[config.mk]
export PLATFORM = sky130hd
export DESIGN_NAME = ifetch_ctrl
export DESIGN_NICKNAME = d
export VERILOG_FILES = /design/src/rtl/ifetch_ctrl.sv
export SDC_FILE = /design/constraint.sdc
export NUM_CORES = 1
export LEC_CHECK = 0
export BUFFER_PORTS_ARGS = -buffer_cell sky130_fd_sc_hd__buf_4
export CAP_MARGIN = 30
export CORE_ASPECT_RATIO = 0.75
export CORE_UTILIZATION = 25
export CTS_CLUSTER_DIAMETER = 50
export CTS_CLUSTER_SIZE = 12
export DETAILED_ROUTE_END_ITERATION = 10
export GPL_TIMING_DRIVEN = 0
export PLACE_DENSITY = 0.49
export SLEW_MARGIN = 20
export SYNTH_ARGS = -nofsm -noshare
export SYNTH_HDL_FRONTEND = slang
export SYNTH_SLANG_ARGS = --single-unit
[constraint.sdc]
create_clock -name clk_i -period 3.81 [get_ports clk_i]
set_input_delay 0.381 -clock clk_i [delete_from_list [all_inputs] [get_ports clk_i]]
set_output_delay 0.381 -clock clk_i [all_outputs]
set_load 0.005 [all_outputs]
[src/rtl/ifetch_ctrl.sv]
// ifetch_ctrl
//   PC register and instruction-fetch controller sitting directly upstream of
//   the npc block. It holds the fetch PC, issues at most one request at a time
//   to instruction memory and presents each fetched word to decode over a
//   valid/ready handshake. When decode accepts an instruction, the PC advances
//   to npc (pc_change_i=1) or to pc+4. A flush redirect overrides everything.
//
// Parameters
//   RESET_PC          fetch PC loaded on reset
//
// Ports
//   clk_i             system clock, rising edge
//   reset_i           asynchronous, active-high reset
//   npc_i             next PC from the npc block, sampled only on accept
//   pc_change_i       1: take npc_i on accept, 0: take pc+4
//   flush_i           redirect/flush, highest priority
//   flush_pc_i        redirect target when flush_i=1
//   pc_o              current fetch PC (registered)
//   imem_req_o        one-cycle fetch request strobe
//   imem_addr_o       fetch address (equals pc_o)
//   imem_rvalid_i     memory response valid, in order, >=1 cycle after request
//   imem_rdata_i      instruction word returned by memory
//   inst_valid_o      inst_o/inst_pc_o valid towards decode
//   inst_ready_i      decode accepts when inst_valid_o & inst_ready_i
//   inst_o            registered instruction word
//   inst_pc_o         PC of inst_o
//   fetch_misalign_o  one-cycle pulse after a target with bits[1:0]!=0 is loaded

module ifetch_ctrl #(
  parameter logic [31:0] RESET_PC = 32'h0000_3000
) (
  input  logic        clk_i,
  input  logic        reset_i,
  input  logic [31:0] npc_i,
  input  logic        pc_change_i,
  input  logic        flush_i,
  input  logic [31:0] flush_pc_i,
  output logic [31:0] pc_o,
  output logic        imem_req_o,
  output logic [31:0] imem_addr_o,
  input  logic        imem_rvalid_i,
  input  logic [31:0] imem_rdata_i,
  output logic        inst_valid_o,
  input  logic        inst_ready_i,
  output logic [31:0] inst_o,
  output logic [31:0] inst_pc_o,
  output logic        fetch_misalign_o
);

  // DROP means a response is still owed by memory but belongs to a PC that
  // has since been redirected away from, so it must be swallowed.
  typedef enum logic [2:0] {
    IDLE,
    FETCH,
    WAIT,
    HOLD,
    DROP
  } state_t;

  state_t      state_q, state_d;
  logic [31:0] pc_q, pc_d;
  logic [31:0] inst_q, inst_d;
  logic [31:0] inst_pc_q, inst_pc_d;
  logic        inst_valid_q, inst_valid_d;
  logic        misalign_q, misalign_d;

  // State and datapath registers; everything returns to its reset value
  // immediately when reset_i rises.
  always_ff @(posedge clk_i or posedge reset_i) begin
    if (reset_i) begin
      state_q      <= IDLE;
      pc_q         <= RESET_PC;
      inst_q       <= 32'h0;
      inst_pc_q    <= RESET_PC;
      inst_valid_q <= 1'b0;
      misalign_q   <= 1'b0;
    end else begin
      state_q      <= state_d;
      pc_q         <= pc_d;
      inst_q       <= inst_d;
      inst_pc_q    <= inst_pc_d;
      inst_valid_q <= inst_valid_d;
      misalign_q   <= misalign_d;
    end
  end

  // Next-state logic. A flush wins over everything, including an accept in
  // the same cycle. Loaded targets are forced word-aligned and the misalign
  // flag is registered so it pulses in the cycle after the load.
  always_comb begin
    state_d      = state_q;
    pc_d         = pc_q;
    inst_d       = inst_q;
    inst_pc_d    = inst_pc_q;
    inst_valid_d = inst_valid_q;
    misalign_d   = 1'b0;

    if (flush_i) begin
      pc_d         = {flush_pc_i[31:2], 2'b00};
      misalign_d   = (flush_pc_i[1:0] != 2'b00);
      inst_valid_d = 1'b0;
      case (state_q)
        // The request issued this cycle is still owed by memory.
        FETCH:   state_d = DROP;
        // A response arriving together with the flush is simply dropped.
        WAIT:    state_d = imem_rvalid_i ? FETCH : DROP;
        // Stay in DROP until the stale response arrives; if it arrives now
        // nothing is outstanding any more and fetching can restart.
        DROP:    state_d = imem_rvalid_i ? FETCH : DROP;
        default: state_d = FETCH;
      endcase
    end else begin
      case (state_q)
        IDLE:  state_d = FETCH;
        FETCH: state_d = WAIT;
        WAIT: begin
          if (imem_rvalid_i) begin
            inst_d       = imem_rdata_i;
            inst_pc_d    = pc_q;
            inst_valid_d = 1'b1;
            state_d      = HOLD;
          end
        end
        HOLD: begin
          if (inst_ready_i) begin
            inst_valid_d = 1'b0;
            state_d      = FETCH;
            if (pc_change_i) begin
              pc_d       = {npc_i[31:2], 2'b00};
              misalign_d = (npc_i[1:0] != 2'b00);
            end else begin
              pc_d       = pc_q + 32'd4;
            end
          end
        end
        DROP: begin
          if (imem_rvalid_i) begin
            state_d = FETCH;
          end
        end
        default: state_d = IDLE;
      endcase
    end
  end

  assign pc_o             = pc_q;
  assign imem_req_o       = (state_q == FETCH);
  assign imem_addr_o      = pc_q;
  assign inst_valid_o     = inst_valid_q;
  assign inst_o           = inst_q;
  assign inst_pc_o        = inst_pc_q;
  assign fetch_misalign_o = misalign_q;

endmodule

==> results by group <==
Die
  – Die width: 167 um
  – I/O pins: 233
  – Core area: 19,700 um2
  – Initial Util: 25.9%
  – Row count: 44
  – Die H: 126 um
  – Die area: 21,000 um2

Timing
  – Max Fclk: 385 MHz
  – Slew Viols, Final: 0
  – Setup TNS: 0 ns
  – RSZ-0062 raised after global routing: false
  – Tcrit/Tclk final: 68.3%
  – Final Skew: 0.00568 ns
  – Least-Margin Pin Slew: 0.791 ns
  – Fin. Hold Viols: 0
  – Relative slew slack: 46.8%
  – Fin crit period: 2.60 ns
  – # setup viols final: 0
  – Worst setup margin: 1.21 ns

GRT
  – Vias in the first global route: 4,813
  – GRT Residual Overflow: 0
  – Overall Global Routing Usage: 17.7%
  – Initial antenna violation count: 0
  – Largest net degree at the start of global routing: 50
  – First-pass GRT wire length: 28,300 um

Drt
  – Drt first pass iters: 5
  – Final antenna-violating net count: 0
  – Routed vias/inst: 4.80
  – Via count: 4,824
  – Total Routed Length: 18,500 um
  – Mean routed wirelength per cell: 18.4 um
  – Drt drc: 0
  – Starting DRT DRC Count: 267

Clocking
  – Clock transition at path regs: 0.07 ns
  – Clk sinks: 97
  – CTS tree: yes
  – CTS max path bufs: 2
  – Num CTS Buffers: 9
  – Cts repair resizes: 0
  – Clock insertion delay at the later pin of the skew report: 0.35 ns
  – Setup Buffers After CTS: 0
  – H-Tree Depth: 3
  – CTS Root Cell: clkbuf_16
  – Hold Buf Count CTS: 0

Critical path
  – Type of the worst setup path: flop to flop
  – Reg2reg start: imem_addr_o[2]
  – Arrival time worst endpoint: 2.84 ns
  – CP Max Fanout: 9
  – CP Launch Type: flop
  – Setup crit end kind: flop
  – Crit. Startpoint: imem_addr_o[2]
  – R2R Setup Slk: 1.21 ns
  – R2R depth: 7
  – WP data required: 4.05 ns
  – Reg-to-Reg End: imem_addr_o[20]

Power and ir drop
  – P per Cell Area: 573 nW/um2
  – Leakage power: 3.49 nW
  – Clock power frac: 23.3%
  – Peak supply drop: 0.216 mV
  – Logic pwr share: 37.2%
  – Total power: 4.30 mW
  – Reg power frac: 39.4%
  – Cell-internal power: 3.00 mW
  – Net switching share of the total power: 30.3%
  – Sw power: 1.30 mW

Synthesis
  – Synthesized area: 5110 um2
  – Ys Warns: 0
  – Flops & latches, synth: 97
  – Sequential area share after synthesis: 47.6%
  – Gate Count Post-Synth: 504
  – Number of synthesized flops with an enable pin: 0
  – Main synth FF type: dfrtp_1
  – Synth unique cells: 58
  – Avg Inst Size Synth: 10.1 um2
  – Post-synth ARST share: 100%

Place
  – Port Buffers: 225
  – Setup slack at placement: 1.22 ns
  – GPL Wtd Cong: 0.808
  – Final HPWL DP: 14,100 um

Final layout
  – Most frequent cells in the layout: buf_4, dfrtp_1, mux2_2, a21oi_1
  – Final nets: 849
  – Commonest non-fill, non-tap cell in the layout: buf_4
  – Layout cells sized above 1: 47.3%
  – Area growth from synthesis to layout: 46.8%

Status
  – Outcome: finished clean

Flow run
  – Max-cap violations: 0

Worst hold path
  – Hold crit path type: input port to asynchronous set/reset pin
-- sequential cells by signal, summed over array words and instances (netlist names) --
name and flops:
fetch_misalign_o 1, imem_addr_o 30, inst_o 32, inst_pc_o 30, inst_valid_o 1, state_q 3
-- how the worst max path moves through the flow --
stage                        to  slack (ns)  cells past startpoint
2_1_floorplan  fetch_misalign_o        0.90                      1
3_3_place_gp      inst_pc_o[17]       -0.52                      2
3_5_place_dp    imem_addr_o[20]        1.22                      7
4_1_cts         imem_addr_o[20]        1.20                      7
5_1_grt          imem_addr_o[4]        1.04                      7
6_report        imem_addr_o[20]        1.21                      7
-- cells in the mapped netlist (all sizes together), types with 3 or more instances --
cell    number  area share [%]
dfstp        4             2.1
inv          7            0.51
o31ai        6            0.88
o41ai        3            0.51
a31oi        3            0.37
mux2        61              13
a21oi       41             4.0
clkbuf      26             1.9
a221oi       4            0.69
or3          3            0.39
dfrtp       93              46
and3         5            0.61
nand4       11             1.5
a21o         5            0.73
a211oi       3            0.44
buf         43             6.1
nand3       28             2.7
nand2       28             2.1
nor2        27             2.0
xor2        12             2.1
nor3        22             2.2
o21ai       24             2.4
nor2b        8            0.98
-- stage by stage --
stage / instance area [um2] / util (%) / cells / hold slack [ns]
after floorplan: 5130 / - / 509 / 0.470
after global routing: 7500 / 38.1 / 1004 / 0.0838
after CTS: 7490 / 38.0 / 1004 / 0.0717
after global placement: 7130 / 36.2 / 987 / 0.471
final: 7500 / 38.1 / 1005 / 0.0583
after detailed placement: 7170 / 36.4 / 988 / 0.452
-- power by group through the flow --
stage	Sequential (mW)	Combinational, mW	Clock, mW
2_1_floorplan	1.68	0.700	0
5_1_grt	1.75	1.75	1.08
3_3_place_gp	1.69	1.60	0
3_5_place_dp	1.71	1.62	0
4_1_cts	1.70	1.63	1.04
6_report	1.70	1.60	1.00
-- layout make-up --
type                            instances  area [um2]
Timing Repair Buffer                  226        1720
Multi-Input combinational cell        335        2270
Antenna cell                            1        2.50
Fill cell                            2008       12200
Inverter                                8        35.0
Buffer                                 69         408
Tap cell                              253         317
Clock buffer                           11         243
Sequential cell                        97        2430
Clock inverter                          5        80.1
-- worst max-delay path: stages, from the launching register on --
cell      delay (ns)
dfrtp_1         0.51
ha_1            0.37
nand4_2         0.18
or4_4           0.54
buf_6           0.15
or2_4           0.25
o2111a_1        0.25
a221o_1         0.25
-- kinds of logic (layout without fill, tap and decap cells) --
kind of cell | after synthesis | after routing | share of synthesized area, %
AO/OA/AOI/OAI | 103 | 103 | 12.3
XOR/XNOR | 14 | 14 | 2.40
adder cells (fa/ha/maj) | 1 | 1 | 0.245
buffers and inverters | 77 | 319 | 8.57
flip-flops | 97 | 97 | 47.6
multiplexers | 63 | 63 | 13.8
other | 1 | 7 | 0.0734
AND/OR/NAND/NOR | 148 | 148 | 15.0
-- per-layer routing --
metal | up-vias | track usage [%] | routed length (um)
li1 | 2249 | - | -
met4 | 0 | 4.41 | 195
met1 | 2338 | 23.3 | 8260
met3 | 17 | 6.57 | 1730
met2 | 220 | 27.4 | 8340
met5 | - | 0 | 0
(Power assumes the default switching activity.)
